<file path="config.mk">
export PLATFORM = sky130hd
export DESIGN_NAME = sram_march_bist
export DESIGN_NICKNAME = d
export VERILOG_FILES = /design/src/rtl/sram_bist_pkg.sv /design/src/rtl/sram_bist_addr_gen.sv /design/src/rtl/sram_march_bist.sv
export SDC_FILE = /design/constraint.sdc
export NUM_CORES = 1
export LEC_CHECK = 0
export ABC_AREA = 1
export BUFFER_PORTS_ARGS = -buffer_cell sky130_fd_sc_hd__buf_2
export CAP_MARGIN = 20
export CORE_MARGIN = 3
export CORE_UTILIZATION = 53
export CTS_BUF_LIST = sky130_fd_sc_hd__clkbuf_8 sky130_fd_sc_hd__clkbuf_16
export DETAILED_ROUTE_END_ITERATION = 10
export GPL_TIMING_DRIVEN = 1
export PLACE_DENSITY = 0.8
export SLEW_MARGIN = 20
export SYNTH_ARGS = -nofsm -noshare
export SYNTH_HDL_FRONTEND = slang
export SYNTH_SLANG_ARGS = --single-unit
</file>
<file path="constraint.sdc">
create_clock -name clk -period 3.25 [get_ports clk]
set_input_delay 0.4875 -clock clk [delete_from_list [all_inputs] [get_ports clk]]
set_output_delay 0.4875 -clock clk [all_outputs]
set_load 0.005 [all_outputs]
</file>
<file path="src/rtl/sram_bist_pkg.sv">
// Shared types and March C- element table for the SRAM self-test engine.
// Element ops: direction, read/write data polarity, which ops are present.
package sram_bist_pkg;

    typedef enum logic [1:0] {
        IDLE,
        ISSUE,
        WAIT,
        FINISH
    } state_t;

    localparam logic [2:0] E0 = 3'd0;
    localparam logic [2:0] E1 = 3'd1;
    localparam logic [2:0] E2 = 3'd2;
    localparam logic [2:0] E3 = 3'd3;
    localparam logic [2:0] E4 = 3'd4;
    localparam logic [2:0] E5 = 3'd5;

    typedef struct packed {
        logic down;
        logic rd_val;
        logic wr_val;
        logic has_rd;
        logic has_wr;
    } elem_op_t;

    function automatic elem_op_t elem_op(input logic [2:0] e);
        elem_op_t op;
        op = '0;
        case (e)
            E0: op = '{down: 1'b0, rd_val: 1'b0, wr_val: 1'b0,
                       has_rd: 1'b0, has_wr: 1'b1};
            E1: op = '{down: 1'b0, rd_val: 1'b0, wr_val: 1'b1,
                       has_rd: 1'b1, has_wr: 1'b1};
            E2: op = '{down: 1'b0, rd_val: 1'b1, wr_val: 1'b0,
                       has_rd: 1'b1, has_wr: 1'b1};
            E3: op = '{down: 1'b1, rd_val: 1'b0, wr_val: 1'b1,
                       has_rd: 1'b1, has_wr: 1'b1};
            E4: op = '{down: 1'b1, rd_val: 1'b1, wr_val: 1'b0,
                       has_rd: 1'b1, has_wr: 1'b1};
            E5: op = '{down: 1'b0, rd_val: 1'b0, wr_val: 1'b0,
                       has_rd: 1'b1, has_wr: 1'b0};
            default: op = '0;
        endcase
        return op;
    endfunction

endpackage

</file>
<file path="src/rtl/sram_bist_addr_gen.sv">
// Loadable up/down address counter for the March engine.
// last flags the terminal address of the current direction.
module sram_bist_addr_gen #(
    parameter int ADDR_WIDTH = 8
) (
    input  logic                  clk,
    input  logic                  rst_n,
    input  logic                  load,
    input  logic                  load_down,
    input  logic                  step,
    input  logic                  down,
    output logic [ADDR_WIDTH-1:0] addr,
    output logic                  last
);

    // Load the element start address or step one position.
    always_ff @(posedge clk or negedge rst_n) begin
        if (!rst_n) begin
            addr <= '0;
        end else if (load) begin
            addr <= load_down ? '1 : '0;
        end else if (step) begin
            addr <= down ? addr - 1'b1 : addr + 1'b1;
        end
    end

    assign last = down ? (addr == '0) : (addr == '1);

endmodule

</file>
<file path="src/rtl/sram_march_bist.sv">
// March C- self-test initiator for the multibank SRAM wrapper.
// Drives csb/web/addr/din, checks dout, captures the first failure.
module sram_march_bist
    import sram_bist_pkg::*;
#(
    parameter int DATA_WIDTH   = 32,
    parameter int ADDR_WIDTH   = 8,
    parameter int READ_LATENCY = 2,
    parameter int CNT_WIDTH    = 16
) (
    input  logic                  clk,
    input  logic                  rst_n,
    input  logic                  start,
    input  logic [DATA_WIDTH-1:0] dout,
    output logic                  csb,
    output logic                  web,
    output logic [ADDR_WIDTH-1:0] addr,
    output logic [DATA_WIDTH-1:0] din,
    output logic                  busy,
    output logic                  done,
    output logic                  pass,
    output logic [CNT_WIDTH-1:0]  fail_count,
    output logic [ADDR_WIDTH-1:0] fail_addr,
    output logic [2:0]            fail_elem,
    output logic [DATA_WIDTH-1:0] fail_syndr
);

    localparam int WW = (READ_LATENCY > 1) ? $clog2(READ_LATENCY) : 1;
    localparam logic [WW-1:0] WLAST = WW'(READ_LATENCY - 1);

    state_t          state, state_d;
    logic [2:0]      elem, elem_d, nel;
    logic            rd, rd_d;
    logic [WW-1:0]   wcnt, wcnt_d;
    logic            csb_d, web_d;
    logic [DATA_WIDTH-1:0] din_d;
    logic            ag_load, ag_load_down, ag_step, last;
    logic            issue, adv;
    elem_op_t        op, nop;
    logic            cmp, mism, accept;
    logic [DATA_WIDTH-1:0] expv;
    logic [CNT_WIDTH-1:0]  cnt_nxt;

    sram_bist_addr_gen #(
        .ADDR_WIDTH(ADDR_WIDTH)
    ) u_addr (
        .clk      (clk),
        .rst_n    (rst_n),
        .load     (ag_load),
        .load_down(ag_load_down),
        .step     (ag_step),
        .down     (op.down),
        .addr     (addr),
        .last     (last)
    );

    assign op      = elem_op(elem);
    assign accept  = (state == IDLE) && start;
    assign cmp     = (state == WAIT) && (wcnt == WLAST);
    assign expv    = {DATA_WIDTH{op.rd_val}};
    assign mism    = cmp && (dout != expv);
    assign cnt_nxt = (mism && (fail_count != '1)) ?
                     fail_count + 1'b1 : fail_count;

    // Sequencer state registers.
    always_ff @(posedge clk or negedge rst_n) begin
        if (!rst_n) begin
            state <= IDLE;
            elem  <= E0;
            rd    <= 1'b0;
            wcnt  <= '0;
        end else begin
            state <= state_d;
            elem  <= elem_d;
            rd    <= rd_d;
            wcnt  <= wcnt_d;
        end
    end

    // Next state and next-cycle memory port values.
    always_comb begin
        state_d = state;
        elem_d  = elem;
        rd_d    = rd;
        wcnt_d  = wcnt;
        csb_d   = 1'b1;
        web_d   = 1'b1;
        din_d   = '0;
        ag_load = 1'b0;
        ag_step = 1'b0;
        issue   = 1'b0;
        adv     = 1'b0;
        nel     = elem;
        unique case (state)
            IDLE: begin
                if (start) begin
                    nel     = E0;
                    elem_d  = E0;
                    ag_load = 1'b1;
                    issue   = 1'b1;
                end
            end
            ISSUE: begin
                if (rd) begin
                    state_d = WAIT;
                    wcnt_d  = '0;
                end else begin
                    adv = 1'b1;
                end
            end
            WAIT: begin
                if (wcnt == WLAST) begin
                    if (op.has_wr) begin
                        state_d = ISSUE;
                        rd_d    = 1'b0;
                        csb_d   = 1'b0;
                        web_d   = 1'b0;
                        din_d   = {DATA_WIDTH{op.wr_val}};
                    end else begin
                        adv = 1'b1;
                    end
                end else begin
                    wcnt_d = wcnt + 1'b1;
                end
            end
            FINISH: state_d = IDLE;
            default: state_d = IDLE;
        endcase
        if (adv) begin
            if (!last) begin
                ag_step = 1'b1;
                issue   = 1'b1;
            end else if (elem == E5) begin
                state_d = FINISH;
            end else begin
                nel     = elem + 3'd1;
                elem_d  = nel;
                ag_load = 1'b1;
                issue   = 1'b1;
            end
        end
        nop          = elem_op(nel);
        ag_load_down = nop.down;
        if (issue) begin
            state_d = ISSUE;
            rd_d    = nop.has_rd;
            csb_d   = 1'b0;
            web_d   = nop.has_rd;
            din_d   = nop.has_rd ? '0 : {DATA_WIDTH{nop.wr_val}};
        end
    end

    // Registered port drive and run status.
    always_ff @(posedge clk or negedge rst_n) begin
        if (!rst_n) begin
            csb  <= 1'b1;
            web  <= 1'b1;
            din  <= '0;
            busy <= 1'b0;
            done <= 1'b0;
        end else begin
            csb  <= csb_d;
            web  <= web_d;
            din  <= din_d;
            busy <= (state_d == ISSUE) || (state_d == WAIT);
            done <= (state_d == FINISH);
        end
    end

    // Mismatch counting, first-failure capture and verdict.
    always_ff @(posedge clk or negedge rst_n) begin
        if (!rst_n) begin
            pass       <= 1'b0;
            fail_count <= '0;
            fail_addr  <= '0;
            fail_elem  <= '0;
            fail_syndr <= '0;
        end else if (accept) begin
            pass       <= 1'b0;
            fail_count <= '0;
            fail_addr  <= '0;
            fail_elem  <= '0;
            fail_syndr <= '0;
        end else begin
            if (mism) begin
                fail_count <= cnt_nxt;
                if (fail_count == '0) begin
                    fail_addr  <= addr;
                    fail_elem  <= elem;
                    fail_syndr <= dout ^ expv;
                end
            end
            if (state_d == FINISH) begin
                pass <= (cnt_nxt == '0);
            end
        end
    end

endmodule

</file>
; After elaboration in Yosys (flattened, before gate mapping)
; Cells that the tools add are included.
; W data, S select, Z words.
[totals]
regBits = 111
latch_bits = 0
ramBits = 0
rom_bits = 0
input_bits = 35
elab_cells = 126
memories = 0
[op_classes]
add_sub_neg = 5
n_mul = 0
n_div = 0
order_cmp = 0
eq_ne = 20
shifts = 0
mux = 63
bitwise_logic = 1
reduce_logical = 22
[op_table]
columns = operator, count
row1 = $mux W32, 8
row2 = $pmux W5 S6, 2
row3 = $mux W8, 7
row4 = $mux W16, 3
row5 = $logic_not A16 Y1, 2
row6 = $ne A32 B32 Y1, 1
row7 = $xor A32 B32 Y32, 1
row8 = $mux W1, 25
row9 = $mux W3, 8
row10 = $add A16 B1 Y16 const B, 1
row11 = $ne A16 B16 Y1 const B, 1
row12 = $reduce_bool A2 Y1, 8
row13 = $mux W2, 7
row14 = $eq A3 B2 Y1 const B, 4
row15 = $eq A3 B3 Y1 const B, 4
row16 = $add A8 B1 Y8 const B, 1
row17 = $eq A2 B2 Y1 const B, 4
row18 = $eq A8 B8 Y1 const B, 1
row19 = $logic_not A8 Y1, 1
row20 = $sub A8 B1 Y8 const B, 1
row21 = $eq A3 B1 Y1 const B, 2
row22 = $logic_not A3 Y1, 2
row23 = $pmux W2 S3, 1
row24 = $eq A2 B1 Y1 const B, 2
row25 = other kinds (9), 14

; Logic depth before layout (Yosys ltp)
; Gate-level depths: netlist of the first run.
[logic_depth]
ltp_word = 12
mapped_depth = 21
depth_no_buf = 19

; Modules after synthesis
; A second synthesis of the first run with hierarchy kept.
[hier_totals]
cells_unflattened = 718
area_unflattened_um2 = 5180.0
[modules_own_cells]
columns = mod, n_inst, cells_per_inst, area_per_inst_um2, seq_area_each_um2
row1 = sram_march_bist, 1, 614, 4443.0, 1804.2
row2 = sram_bist_addr_gen, 1, 104, 737.0, 200.2

; Worst setup path before layout of the first run
; No wires, ideal clock.
[synth_path]
path_kind = reg2reg
startpoint = register elem[0]
endpoint = register u_addr.addr[7]
arrival_ns = 2.834
t_required_ns = 3.173
path_slack_ns = 0.338
stages_incl_launch_ff = 21
path_buffers = 1
synth_period_minus_slack_ns = 2.912
path_cell_list = dfrtp_1 > inv_1 > ha_1 > nand2_2 > clkbuf_1 > nand2_1 > o21ai_2 > inv_1 > ha_1 > a21oi_1 > nand2_1 > nand2_1 > nand2_1 > a21oi_1 > nor2_1 > nor2_1 > nor2_1 > nor2_1 > xor2_1 > a21oi_1 > a21oi_1
[synth_between]
elab_chain_cells = 10
[synth_rtl]
columns = element, line_no
row1 = from (decl), sram_march_bist.sv:32  ; logic [2:0] elem, elem_d, nel;
row2 = from (signal assigned), sram_march_bist.sv:74  ; elem <= elem_d;
row3 = $eq A3 B3 Y1 (tied with other cells), "sram_bist_pkg.sv:30, sram_march_bist.sv:133"
row4 = $pmux W5 S6, sram_bist_pkg.sv:30  ; case (e)
row5 = $mux W1, sram_march_bist.sv:113  ; if (op.has_wr) begin
row6 = $mux W1, sram_march_bist.sv:112  ; if (wcnt == WLAST) begin
row7 = $pmux W1 S2, sram_march_bist.sv:94  ; unique case (state)
row8 = $mux W3, sram_march_bist.sv:129  ; if (adv) begin
row9 = $eq A3 B3 Y1 (tied with other cells), sram_bist_pkg.sv:30
row10 = $pmux W5 S6, sram_bist_pkg.sv:30
row11 = $mux W8, sram_bist_addr_gen.sv:21  ; addr <= load_down ? '1 : '0;
row12 = $mux W8, sram_bist_addr_gen.sv:20  ; end else if (load) begin
row13 = to (signal assigned), sram_bist_addr_gen.sv:21
row14 = to (signal assigned), sram_bist_addr_gen.sv:23  ; addr <= down ? addr - 1'b1 : addr + 1'b1;
row15 = to (decl), sram_bist_addr_gen.sv:12  ; output logic [ADDR_WIDTH-1:0] addr,
; Parallel ways exist; a longest one is shown, timed or not. The select of a mux whose other input is x is not followed.
; A chain may end at the register's enable or synchronous reset.

; Final worst setup path of the first run
; Same ends and word-level chain as after synthesis.

==> results by stage, run 1 <==
Outcome:
- The flow ran to the end, and the final reports show no timing, DRC or antenna violations.

Global route:
- The number of global-route vias before repair is 4870.
- The initial antenna violation count came to 0.
- Across every metal layer, demand over resource in global routing totals 0.252.
- The total congestion overflow after global routing is 0.
- The largest net degree at the start of global routing is 81.
- The global-route wire length before repair is 22700 um.

Power and ir drop:
- Of the total power, combinational logic draws 0.046.
- Dividing total power by cell area gives a power density of 308 nW/um2.
- The net switching power of the design is 0.407 mW.
- The internal portion of the total power is 1.42 mW.
- The peak ir drop on the vdd network is 0.197 mV.
- The static leakage is 3.39 nW.
- Of the total power, the share spent switching nets is 0.223.
- The portion of total power attributed to the clock network is 0.409.
- The share of power burned in registers is 0.545.

Place:
- Detailed placement finished with a half-perimeter wire length of 9740 um.
- The pre-CTS worst setup slack is 0.0353 ns.
- Port buffering added 138 buffers.
- The placement-stage cell area is 5670 um2.
- The global placement routability congestion is 0.887.

Synthesis:
- For this run, the leading register cell type out of synthesis is sky130_fd_sc_hd__dfrtp_1.
- The number of nets produced by synthesis is 731.
- During synthesis, Yosys emitted a total of 0 warnings.
- The number of different library cells used by synthesis comes to 40.
- Each instance of the synthesized netlist takes up on average 7.54 um2.
- The share of synthesized area occupied by flip-flops and latches is 0.393.
- The mapped netlist covers 5100 um2.
- Synthesis produced a netlist whose cell count is 677.
- The async set-reset flop share out of synthesis is 1.00.
- The number of synthesized register bits is 80.
- In this run, synthesis inferred 0 flip-flops with an integrated enable.

Floorplan:
- The initial utilization of the core area, before any placement, comes to 0.550.
- The number of I/O pins is 139.
- The area of the die is 10800 um2.
- In this run the vertical extent of the chip is 104 um.
- The region available for standard cell placement spans 9280 um2.
- In this run the core area contains 35 standard-cell rows.
- Measured along the x axis, the die boundary spans 104 um.

Timing:
- The maximum clock rate is 323 MHz.
- The clock period could shrink to 3.10 ns.
- Of the available clock period, the critical path in the final layout requires 0.952.
- The maximum clock skew at final layout is 0.00838 ns.
- Measured against its own limit, the worst slew margin works out to 0.519.
- Setup violations remaining at the end of the flow were counted as 0.
- Setup repair after global routing could not meet its margin everywhere.
- The number of max-slew violations in the final report is 0.
- The final number of hold-violating endpoints came to 0.
- Hold timing on the final database bottoms out at a slack of 0.157 ns.
- Once routing completed, OpenROAD measured the worst setup slack at 0.155 ns.
- At the pin with the least slew margin, the transition time is 0.721 ns.

Layout:
- The proportion of layout cells with a drive suffix above 1 is 0.230.
- The finished cells cover 5910 um2.
- The leading cell type in the layout, fill and taps excluded is sky130_fd_sc_hd__nand2_1.
- The number of antenna diodes in the final layout is 0.
- The net count of the finished layout is 833.
- The synthesis-to-finish area growth is 15.9%.
- The final core area utilization is 0.637.
- In the layout the commonest cells are 162 x sky130_fd_sc_hd__nand2_1, 137 x sky130_fd_sc_hd__buf_2, 78 x sky130_fd_sc_hd__dfrtp_1.

Clock network:
- The clock passes through at most 2 buffers.
- The clock reaches the later pin of the worst-skew pair after 0.36 ns.
- TritonCTS built the clock tree.
- Clock tree synthesis inserted a total of 9 buffers.
- The sink count of the clock tree is 80.
- The H-tree depth is 3.
- The number of hold buffers added after CTS was 0.
- The cell sitting at the root of the clock tree is a sky130_fd_sc_hd__clkbuf_8.
- The clock slew at the register clock pins of the worst setup and hold paths is 0.08 ns.

Critical path:
- The count of cells along the worst register-to-register path is 19.
- The data arrival time of the worst path is 3.37 ns.
- The most common cell type on the critical path is sky130_fd_sc_hd__nor2_1.
- The data required time of the worst path is 3.53 ns.
- The reg-to-reg setup timing slack is 0.15 ns.
- The nature of the critical path endpoint is a flip-flop.
- The category of the worst setup path launch point is a flip-flop.
- The critical path class is reg2reg.
- Among all stages on the critical path, the largest delay is contributed by sky130_fd_sc_hd__dfrtp_1.
- The endpoint identified for the worst register-to-register timing path is u_addr.addr[7].
- The largest driver fanout on the critical path is 7.
- The signal on the critical path passes through inv_1 > ha_1 > a21oi_1 > nand2_2 > o21ai_4 > inv_2 > ha_1 > a21oi_2 > nand2_1 > nand2_1 > nand2_1 > a21oi_2 > nor2_1 > nor2_1 > nor2_1 > nor2_1 > xor2_1 > a21oi_1 > a21oi_1.
- The biggest cell delay along the critical path is 0.41 ns.
- The startpoint of the worst register-to-register path is elem[0].

Drt:
- The number of search-and-repair iterations in the first detailed-routing pass is 4.
- The number of DRC markers after the initial detailed-route iteration is 307.
- The count of vias placed by the detailed router is 4999.
- The final routed wire length divided by cell count is 14.9 um.
- The final routed wirelength across all metal layers is 13600 um.
- The antenna violation net count after detailed routing is 0.
- The number of remaining DRC errors is 0.
- The via density per instance is 5.48.

Hold path:
- The worst min-delay path class is in2async.

Job:
- Across the run, the number of max-cap violations was 0.
-- cell usage after synthesis, types with 2 or more instances --
cell type | instances | share of area
sky130_fd_sc_hd__clkinv_1 | 3 | 0.0022
sky130_fd_sc_hd__o22ai_1 | 20 | 0.025
sky130_fd_sc_hd__nand4_1 | 22 | 0.027
sky130_fd_sc_hd__o21ai_1 | 7 | 0.0069
sky130_fd_sc_hd__buf_4 | 33 | 0.049
sky130_fd_sc_hd__nand2_1 | 163 | 0.12
sky130_fd_sc_hd__nor2_1 | 55 | 0.040
sky130_fd_sc_hd__nor4_1 | 4 | 0.0049
sky130_fd_sc_hd__o21ai_0 | 27 | 0.026
sky130_fd_sc_hd__dfstp_2 | 2 | 0.010
sky130_fd_sc_hd__nand2_2 | 3 | 0.0037
sky130_fd_sc_hd__nor3_1 | 6 | 0.0059
sky130_fd_sc_hd__o31ai_1 | 2 | 0.0029
sky130_fd_sc_hd__nand3_1 | 16 | 0.016
sky130_fd_sc_hd__ha_1 | 18 | 0.044
sky130_fd_sc_hd__dfrtp_1 | 78 | 0.38
sky130_fd_sc_hd__xor2_1 | 16 | 0.027
sky130_fd_sc_hd__a21oi_1 | 56 | 0.055
sky130_fd_sc_hd__clkbuf_1 | 12 | 0.0088
sky130_fd_sc_hd__nand3b_1 | 31 | 0.046
sky130_fd_sc_hd__buf_2 | 11 | 0.011
sky130_fd_sc_hd__inv_1 | 74 | 0.054
-- critical path, delay by kind of cell (launching register included) --
kind                     cells  cell delay, ns
adder cells (fa/ha/maj)      2            0.59
buffers and inverters        2            0.23
AO/OA/AOI/OAI                6            1.00
flip-flops                   1            0.41
XOR/XNOR                     1            0.17
AND/OR/NAND/NOR              8            0.64
-- metrics by stage --
| stage | setup TNS, ns | total power [mW] | instances |
|---|---|---|---|
| after floorplan | 0 | 1.05 | 677 |
| after global placement | 0 | 1.10 | 896 |
| after detailed placement | 0 | 1.10 | 896 |
| after CTS | 0 | 1.84 | 912 |
| after global routing | -0.156 | 1.89 | 913 |
| final | 0 | 1.82 | 913 |
-- power groups by stage --
stage               clock network [mW]  logic (mW)  registers [mW]
global placement                     0      0.0813            1.01
detailed placement                   0      0.0847            1.01
CTS                              0.762      0.0848           0.994
global route                     0.798      0.0960           0.994
floorplan                            0      0.0327            1.01
finish                           0.745      0.0841           0.994
-- metal layers --
layer	routed length (um)	vias up	global-route usage
met2	6400	235	0.407
met3	1090	41	0.0490
li1	-	2392	-
met4	448	0	0.111
met1	5650	2331	0.329
met5	0	-	0
-- cell families (layout without fill, tap and decap cells) --
group                    count (synthesis)  in the layout  synth area share
AO/OA/AOI/OAI                          119            119             0.127
XOR/XNOR                                16             16            0.0275
adder cells (fa/ha/maj)                 19             19            0.0480
buffers and inverters                  135            242             0.126
flip-flops                              80             80             0.393
AND/OR/NAND/NOR                        308            308             0.278
-- sequential cells by signal (all words and copies together) (netlist names) --
register / cells
done: 1
fail_count: 16
wcnt: 1
pass: 1
state: 2
busy: 1
din: 1
fail_elem: 3
csb: 1
web: 1
fail_addr: 8
elem: 3
fail_syndr: 32
u_addr.addr: 8
rd: 1
-- area by class of cell --
cell class | instances | area [um2]
Inverter | 78 | 293
Multi-Input combinational cell | 462 | 2480
Tap cell | 129 | 161
Fill cell | 802 | 3370
Clock buffer | 11 | 151
Clock inverter | 5 | 47.5
Sequential cell | 80 | 2000
Timing Repair Buffer | 148 | 772
-- worst max-delay path by stage --
| stage | to | cells past startpoint | startpoint |
|---|---|---|---|
| 2_1_floorplan | u_addr.addr[7] | 20 | elem[0] |
| 3_3_place_gp | u_addr.addr[7] | 19 | elem[0] |
| 3_5_place_dp | u_addr.addr[7] | 19 | elem[0] |
| 4_1_cts | u_addr.addr[7] | 19 | elem[0] |
| 5_1_grt | u_addr.addr[7] | 19 | elem[0] |
| 6_report | u_addr.addr[7] | 19 | elem[0] |
-- repair_timing --
item                                    CTS  global route
pin swaps                                 0             1
resized for setup                         1             6
buffers inserted                          0             1
endpoints found under the setup margin    1            32
(Power assumes the default switching activity.)
==> run 2, diff against run 1 <==
--- a/config.mk
+++ b/config.mk
@@ -14,6 +14,7 @@
 export DETAILED_ROUTE_END_ITERATION = 10
 export GPL_TIMING_DRIVEN = 1
 export PLACE_DENSITY = 0.8
+export RECOVER_POWER = 50
 export SLEW_MARGIN = 20
 export SYNTH_ARGS = -nofsm -noshare
 export SYNTH_HDL_FRONTEND = slang
==> results by stage, run 2 (same netlist as run 1, synthesis figures left out) <==
Critical path:
- The critical path class is reg2reg (unchanged).
- The startpoint of the worst register-to-register path is elem[0] (unchanged).
- The slowest library cell on the worst path is sky130_fd_sc_hd__dfrtp_1 (unchanged).
- The reg-to-reg endpoint is u_addr.addr[7] (unchanged).
- The data arrival time of the worst path came to 3.37 ns (about the same).
- The reg-to-reg setup timing slack is 0.16 ns (was 0.15 ns).
- The count of cells along the worst register-to-register path was 19 (unchanged).
- The data required time of the worst path is 3.53 ns (about the same).
- The nature of the critical path endpoint is a flip-flop (unchanged).
- The category of the worst setup path launch point is a flip-flop (unchanged).
- The biggest cell delay along the critical path came to 0.41 ns (about the same).
- The most common cell type on the critical path is sky130_fd_sc_hd__nor2_1 (unchanged).
- The largest driver fanout on the critical path is 7 (unchanged).
- Critical-path cell list: inv_1 > ha_1 > a21oi_1 > nand2_2 > o21ai_4 > inv_2 > ha_1 > a21oi_2 > nand2_1 > nand2_1 > nand2_1 > a21oi_2 > nor2_1 > nor2_1 > nor2_1 > nor2_1 > xor2_1 > a21oi_1 > a21oi_1 (unchanged).

Layout:
- The most flop-heavy register is fail_syndr (unchanged).
- Most frequent cells in the layout: 162 x sky130_fd_sc_hd__nand2_1, 109 x sky130_fd_sc_hd__buf_2, 78 x sky130_fd_sc_hd__dfrtp_1 (was 162 x sky130_fd_sc_hd__nand2_1, 137 x sky130_fd_sc_hd__buf_2, 78 x sky130_fd_sc_hd__dfrtp_1).
- The flip-flop count of the largest register after layout was 32 (unchanged).
- The number of fillers in the final layout was 817 (was 802).
- The leading cell type in the layout, fill and taps excluded was sky130_fd_sc_hd__nand2_1 (unchanged).
- The net count of the finished layout was 833 (unchanged).
- The antenna diode instance count was 0 (unchanged).
- The synthesis-to-finish area growth is 15.0% (was 15.9%).
- The cell area after layout is 5870 um2 (was 5910 um2).
- The proportion of layout cells with a drive suffix above 1 was 0.194 (was 0.230).
- Largest registers: fail_syndr: 32 flops, fail_count: 16 flops (unchanged).

Hold path:
- The number of instances on the worst hold path is 4.
- The path with the worst hold slack has its endpoint at fail_syndr[18].
- The worst min-delay path class was in2reg (was in2async).
- The startpoint identified for the worst hold timing path is dout[18].

Global route:
- The initial antenna violation count is 0 (unchanged).
- The number of global-route vias before repair was 4870 (unchanged).
- The global routing usage summed across all routing layers is 0.252 (unchanged).
- The total congestion overflow after global routing is 0 (unchanged).
- The largest net degree at the start of global routing was 81 (unchanged).
- The global-route wire length before repair is 22700 um (unchanged).

Floorplan:
- The area of the die is 10800 um2 (unchanged).
- The placement row count came to 35 (unchanged).
- The die outline height was 104 um (unchanged).
- The total core area is 9280 um2 (unchanged).
- The width of the chip came to 104 um (unchanged).
- The initial core utilization is 0.550 (unchanged).
- The number of I/O pins is 139 (unchanged).

Timing:
- The number of max-slew violations in the final report is 81 (was 0).
- The maximum clock rate is 324 MHz (was 323 MHz).
- The final clock period utilization by the worst path is 0.950 (was 0.952).
- The total of endpoints with negative setup slack in the final report came to 0 (unchanged).
- The worst-case hold slack is 0.423 ns (was 0.157 ns).
- The maximum clock skew at final layout was 0.00746 ns (was 0.00838 ns).
- The minimum period implied by the final worst setup slack is 3.09 ns (was 3.10 ns).
- RSZ-0062 raised after global routing: true (unchanged).
- The final number of hold-violating endpoints is 0 (unchanged).
- The worst slew margin relative to its limit was -0.315 (was 0.519).
- The final-layout setup total negative slack came to 0 ns (unchanged).
- The actual slew at the worst max-slew pin is 1.97 ns (was 0.721 ns).
- The setup slack after layout is 0.161 ns (was 0.155 ns).

Job:
- The count of maximum capacitance violations is 1 (was 0).

Place:
- The final HPWL from detailed placement is 9740 um (unchanged).
- The pre-CTS worst setup slack is 0.0353 ns (unchanged).
- The total of buffers placed on input and output ports is 138 (unchanged).
- The global placement routability congestion was 0.887 (unchanged).
- The placement-stage cell area was 5670 um2 (unchanged).

Drt:
- The antenna violation net count after detailed routing is 0 (unchanged).
- The number of search-and-repair iterations in the first detailed-routing pass is 5 (was 4).
- The final routed wirelength across all metal layers is 13600 um (about the same).
- The number of DRC markers after the initial detailed-route iteration is 298 (was 307).
- The via density per instance came to 5.45 (was 5.48).
- The count of vias placed by the detailed router is 4972 (was 4999).
- The final routed wire length divided by cell count is 14.9 um (about the same).
- The number of remaining DRC errors was 0 (unchanged).

Power and ir drop:
- The peak ir drop on the vdd network was 0.199 mV (was 0.197 mV).
- The static leakage is 3.31 nW (was 3.39 nW).
- The total power divided by cell area is 311 nW/um2 (was 308 nW/um2).

Clock network:
- The buffer levels on the longest clock path is 2 (unchanged).
- The clock slew at the register clock pins of the worst setup and hold paths is 0.08 ns (about the same).
- The clock insertion delay at the later pin of the skew report is 0.36 ns (about the same).
- The clock tree from TritonCTS is built (unchanged).
- The H-tree depth is 3 (unchanged).
- The sink count of the clock tree is 80 (unchanged).
- The clock tree root buffer cell is sky130_fd_sc_hd__clkbuf_8 (unchanged).
- The number of buffers created by CTS is 9 (unchanged).

Outcome:
- Run status: finished with violations (was finished, final reports clean).
- The final reports fail on max-capacitance violations, max-slew violations.
[run 2: worst max path at each step]
stage / from / endpoint / slack [ns] / depth (start not counted)
after floorplan: elem[0] / u_addr.addr[7] / 0.34 / 20
after global placement: elem[0] / u_addr.addr[7] / 0.16 / 19
after detailed placement: elem[0] / u_addr.addr[7] / 0.04 / 19
after CTS: elem[0] / u_addr.addr[7] / 0.02 / 19
after global routing: elem[0] / u_addr.addr[7] / -0.1 / 19
final: elem[0] / u_addr.addr[7] / 0.16 / 19
[run 2: where the power goes]
part           internal [mW]  leakage (nW)  switching, mW
combinational         0.0325          2.24         0.0511
sequential             0.995         0.955              0
clock                  0.389         0.112          0.358
[run 2: routing by layer]
layer,wire (um),track usage,up-vias,part of all wire
met5,0,0,-,0
met4,415,0.111,0,0.031
met3,1000,0.0490,38,0.074
li1,-,-,2396,-
met2,6420,0.407,229,0.47
met1,5750,0.329,2309,0.42
[run 2: timing repair]
action | 4_1_cts | 5_1_grt
hold buffers | 0 | 0
resized for setup | 1 | 6
setup endpoints to repair | 1 | 32
setup buffers | 0 | 1
pin swaps | 0 | 1
[run 2: final cells by class]
class | count | area, um2 | area share
timing repair buffer | 148 | 731 | 0.124
sequential | 80 | 2000 | 0.341
tap | 129 | 161 | 0.0275
inverter | 78 | 293 | 0.0499
multi-input combinational | 462 | 2480 | 0.423
clock buffer | 11 | 151 | 0.0258
clock inverter | 5 | 47.5 | 0.00810
[run 2: stage by stage]
| step | power, mW | utilization | std cells |
|---|---|---|---|
| 3_3_place_gp | 1.10 | 0.611 | 896 |
| 6_report | 1.83 | 0.633 | 913 |
| 3_5_place_dp | 1.10 | 0.611 | 896 |
| 5_1_grt | 1.89 | 0.633 | 913 |
| 4_1_cts | 1.84 | 0.633 | 912 |
| 2_1_floorplan | 1.05 | - | 677 |
[run 2: worst max-delay path: cells and delay by family (launching register included)]
family | cells | cell delay [ns]
AND/OR/NAND/NOR | 8 | 0.63
XOR/XNOR | 1 | 0.17
flip-flops | 1 | 0.41
buffers and inverters | 2 | 0.23
adder cells (fa/ha/maj) | 2 | 0.59
AO/OA/AOI/OAI | 6 | 0.99
==> run 3, diff against run 2 <==
--- a/config.mk
+++ b/config.mk
@@ -5,7 +5,6 @@
 export SDC_FILE = /design/constraint.sdc
 export NUM_CORES = 1
 export LEC_CHECK = 0
-export ABC_AREA = 1
 export BUFFER_PORTS_ARGS = -buffer_cell sky130_fd_sc_hd__buf_2
 export CAP_MARGIN = 20
 export CORE_MARGIN = 3
@@ -14,7 +13,7 @@
 export DETAILED_ROUTE_END_ITERATION = 10
 export GPL_TIMING_DRIVEN = 1
 export PLACE_DENSITY = 0.8
-export RECOVER_POWER = 50
+export RECOVER_POWER = 100
 export SLEW_MARGIN = 20
 export SYNTH_ARGS = -nofsm -noshare
 export SYNTH_HDL_FRONTEND = slang
==> constraint.sdc (replaced) <==
create_clock -name clk -period 3.25 [get_ports clk]
set_input_delay 0.325 -clock clk [delete_from_list [all_inputs] [get_ports clk]]
set_output_delay 0.325 -clock clk [all_outputs]
set_load 0.005 [all_outputs]
==> results by stage, run 3 <==
Timing:
- The actual slew at the worst max-slew pin was 1.97 ns (about the same).
- The number of max-slew violations in the final report is 81 (unchanged).
- The final clock period utilization by the worst path is 1.07 (was 0.950).
- The total of endpoints with negative setup slack in the final report came to 1 (was 0).
- The worst slew margin relative to its limit came to -0.315 (about the same).
- The final-layout setup total negative slack is -0.226 ns (was 0 ns).
- The final number of hold-violating endpoints was 0 (unchanged).
- The maximum clock skew at final layout is 0.0123 ns (was 0.00746 ns).
- RSZ-0062 raised after global routing: true (unchanged).
- The maximum clock rate is 288 MHz (was 324 MHz).
- The minimum period implied by the final worst setup slack was 3.48 ns (was 3.09 ns).
- The setup slack after layout is -0.226 ns (was 0.161 ns).

Hold path:
- The number of instances on the worst hold path came to 4 (unchanged).
- The worst min-delay path class is in2reg (unchanged).
- The hold-critical path endpoint is fail_syndr[22] (was fail_syndr[18]).
- The source of the worst hold timing path was dout[22] (was dout[18]).

Global route:
- The global routing usage summed across all routing layers is 0.248 (was 0.252).
- The total congestion overflow after global routing was 0 (unchanged).
- The number of global-route vias before repair was 4318 (was 4870).
- The initial antenna violation count was 0 (unchanged).
- The global-route wire length before repair is 21000 um (was 22700 um).
- The largest net degree at the start of global routing is 81 (unchanged).

Floorplan:
- The total core area is 8930 um2 (was 9280 um2).
- The initial core utilization was 0.561 (was 0.550).
- The die outline height is 103 um (was 104 um).
- The area of the die is 10700 um2 (was 10800 um2).
- The width of the chip came to 103 um (was 104 um).
- The placement row count came to 34 (was 35).
- The number of I/O pins was 139 (unchanged).

Layout:
- The net count of the finished layout is 757 (was 833).
- The leading cell type in the layout, fill and taps excluded is sky130_fd_sc_hd__nand2_1 (unchanged).
- The synthesis-to-finish area growth was 19.3% (was 15.0%).
- The flip-flop count of the largest register after layout is 32 (unchanged).
- The most flop-heavy register is fail_syndr (unchanged).
- Largest registers: fail_syndr: 32 flops, fail_count: 16 flops (unchanged).
- The antenna diode instance count is 0 (unchanged).
- The number of fillers in the final layout came to 768 (was 817).
- The final core area utilization is 0.669 (was 0.633).
- The cell area after layout came to 5980 um2 (was 5870 um2).
- Most frequent cells in the layout: 109 x sky130_fd_sc_hd__nand2_1, 76 x sky130_fd_sc_hd__dfrtp_1, 76 x sky130_fd_sc_hd__clkbuf_1 (was 162 x sky130_fd_sc_hd__nand2_1, 109 x sky130_fd_sc_hd__buf_2, 78 x sky130_fd_sc_hd__dfrtp_1).
- The proportion of layout cells with a drive suffix above 1 is 0.210 (was 0.194).

Critical path:
- The startpoint of the worst register-to-register path is elem[1] (was elem[0]).
- The sum of buffers and inverters on the critical path is 0 (was 2).
- The biggest cell delay along the critical path is 0.47 ns (was 0.41 ns).
- The data required time of the worst path is 3.55 ns (was 3.53 ns).
- The reg-to-reg setup timing slack is -0.23 ns (was 0.16 ns).
- The slowest library cell on the worst path is sky130_fd_sc_hd__dfrtp_2 (was sky130_fd_sc_hd__dfrtp_1).
- The count of cells along the worst register-to-register path is 14 (was 19).
- The data arrival time of the worst path came to 3.77 ns (was 3.37 ns).
- The reg-to-reg endpoint is pass (was u_addr.addr[7]).
- The critical path class is reg2reg (unchanged).
- The largest driver fanout on the critical path is 4 (was 7).
- Critical-path cell list: ha_4 > ha_4 > nor3_4 > o21bai_2 > a211o_1 > nand2_2 > nand4_1 > a31oi_4 > ha_4 > nand3_2 > or3_1 > or4_1 > a222oi_1 > a41o_1 (was inv_1 > ha_1 > a21oi_1 > nand2_2 > o21ai_4 > inv_2 > ha_1 > a21oi_2 > nand2_1 > nand2_1 > nand2_1 > a21oi_2 > nor2_1 > nor2_1 > nor2_1 > nor2_1 > xor2_1 > a21oi_1 > a21oi_1).
- The category of the worst setup path launch point is a flip-flop (unchanged).
- The most common cell type on the critical path is sky130_fd_sc_hd__ha_4 (was sky130_fd_sc_hd__nor2_1).
- The cell family with the largest share of critical-path delay is compound AO/OA/AOI/OAI gates (unchanged).
- The nature of the critical path endpoint is a flip-flop (unchanged).

Drt:
- The number of search-and-repair iterations in the first detailed-routing pass is 5 (unchanged).
- The final routed wirelength across all metal layers is 13400 um (was 13600 um).
- The count of vias placed by the detailed router was 4645 (was 4972).
- The via density per instance is 5.69 (was 5.45).
- The antenna violation net count after detailed routing is 0 (unchanged).
- The number of remaining DRC errors is 0 (unchanged).
- The number of DRC markers after the initial detailed-route iteration is 228 (was 298).
- The final routed wire length divided by cell count is 16.4 um (was 14.9 um).

Synthesis:
- The async set-reset flop share out of synthesis is 1.00 (unchanged).
- Commonest cells in the synthesized netlist: 111 x sky130_fd_sc_hd__nand2_1, 78 x sky130_fd_sc_hd__dfrtp_1, 66 x sky130_fd_sc_hd__a21oi_1 (was 163 x sky130_fd_sc_hd__nand2_1, 78 x sky130_fd_sc_hd__dfrtp_1, 74 x sky130_fd_sc_hd__inv_1).
- The number of distinct standard cells referenced by the synthesized netlist came to 56 (was 40).
- The number of warnings issued by yosys is 0 (unchanged).
- The cell area after technology mapping is 5010 um2 (was 5100 um2).
- The number of nets produced by synthesis is 638 (was 731).
- The cell accounting for the most synthesized area is sky130_fd_sc_hd__dfrtp_1 (unchanged).
- The share of the synthesized area in the top cell type is 0.390 (was 0.382).
- Area contributors post-synth: sky130_fd_sc_hd__dfrtp_1 39%, sky130_fd_sc_hd__nand2_1 8.3%, sky130_fd_sc_hd__xnor2_1 7.5% (was sky130_fd_sc_hd__dfrtp_1 38%, sky130_fd_sc_hd__nand2_1 12%, sky130_fd_sc_hd__a21oi_1 5.5%).
- The average cell area after synthesis is 8.58 um2 (was 7.54 um2).
- The share of synthesized area occupied by flip-flops and latches is 0.400 (was 0.393).
- The flip-flop cell with the highest count after synthesis is sky130_fd_sc_hd__dfrtp_1 (unchanged).
- The most frequently used cell type in the post-synthesis netlist is sky130_fd_sc_hd__nand2_1 (unchanged).
- The number of enable flip-flop cells after synthesis was 0 (unchanged).
- The number of synthesized register bits is 80 (unchanged).
- The instance count of the mapped netlist came to 584 (was 677).

Clock network:
- The clock slew at the register clock pins of the worst setup and hold paths came to 0.09 ns (was 0.08 ns).
- The clock tree root buffer cell was sky130_fd_sc_hd__clkbuf_8 (unchanged).
- The buffer levels on the longest clock path came to 2 (unchanged).
- The clock insertion delay at the later pin of the skew report is 0.37 ns (was 0.36 ns).
- The sink count of the clock tree is 80 (unchanged).
- The number of buffers created by CTS is 9 (unchanged).
- The H-tree depth was 3 (unchanged).
- The clock tree from TritonCTS is built (unchanged).

Place:
- The placement-stage cell area is 5750 um2 (was 5670 um2).
- The global placement routability congestion came to 0.933 (was 0.887).
- The final HPWL from detailed placement came to 9340 um (was 9740 um).
- The pre-CTS worst setup slack is -0.277 ns (was 0.0353 ns).
- The total of buffers placed on input and output ports is 138 (unchanged).

Power and ir drop:
- The static leakage is 2.56 nW (was 3.31 nW).
- The total power divided by cell area came to 308 nW/um2 (was 311 nW/um2).
- The peak ir drop on the vdd network is 0.253 mV (was 0.199 mV).
- The total power after layout came to 1.84 mW (was 1.83 mW).

Outcome:
- Run status: finished with violations (unchanged).
- Failing checks: max-capacitance violations, max-slew violations, negative setup slack (was max-capacitance violations, max-slew violations).

Job:
- The count of maximum capacitance violations is 1 (unchanged).
-- run 3: area by class of cell --
type	instances	area [um2]	area share
inverters	21	78.8	0.0132
multi-input cells	420	2720	0.455
clock buffers	10	138	0.0230
clock inverters	6	67.6	0.0113
repair buffers	171	833	0.139
well taps	108	135	0.0226
flip-flops and latches	80	2010	0.336
-- run 3: worst max path at each step --
| stage | start | to | cells past startpoint |
|---|---|---|---|
| 2_1_floorplan | elem[1] | pass | 15 |
| 3_3_place_gp | elem[0] | u_addr.addr[7] | 14 |
| 3_5_place_dp | elem[1] | pass | 14 |
| 4_1_cts | elem[1] | pass | 14 |
| 5_1_grt | elem[1] | pass | 14 |
| 6_report | elem[1] | pass | 14 |
-- run 3: kinds of logic after synthesis --
group | count (synthesis) | share of synthesized area
flops | 80 | 0.400
mux | 4 | 0.0105
compound gates | 111 | 0.132
xor+xnor | 54 | 0.0944
simple gates | 232 | 0.225
buf+inv | 84 | 0.0892
fa+ha+maj | 19 | 0.0490
-- run 3: metrics by stage --
stage               hold slack, ns  std cells
detailed placement           0.488        795
floorplan                   0.0294        584
global route                 0.300        816
finish                       0.286        816
global placement             0.469        795
CTS                          0.168        814
-- run 3: tightest hold or removal path, stage by stage --
cell and delay (ns):
sky130_fd_sc_hd__buf_2 0.10, sky130_fd_sc_hd__xnor2_1 0.07, sky130_fd_sc_hd__nand2_1 0.06, sky130_fd_sc_hd__a21oi_1 0.06
-- run 3: where the power goes --
group	leakage, nW	switching [mW]	total, mW	internal [mW]
Combinational	1.45	0.0474	0.0771	0.0297
Clock	0.0989	0.391	0.769	0.378
Sequential	1.02	0.0000000131	0.995	0.995
-- run 3: routing by layer --
metal / GRT usage / wire length [um]
met1: 0.335 / 5660
met2: 0.414 / 6760
met3: 0.0302 / 737
met4: 0.0857 / 227
met5: 0 / 0
-- run 3: what timing repair did --
item,in CTS,in global routing
endpoints found under the setup margin,2,2
pin swaps,13,8
buffers inserted,3,2
resized for setup,12,15
hold buffers,0,0
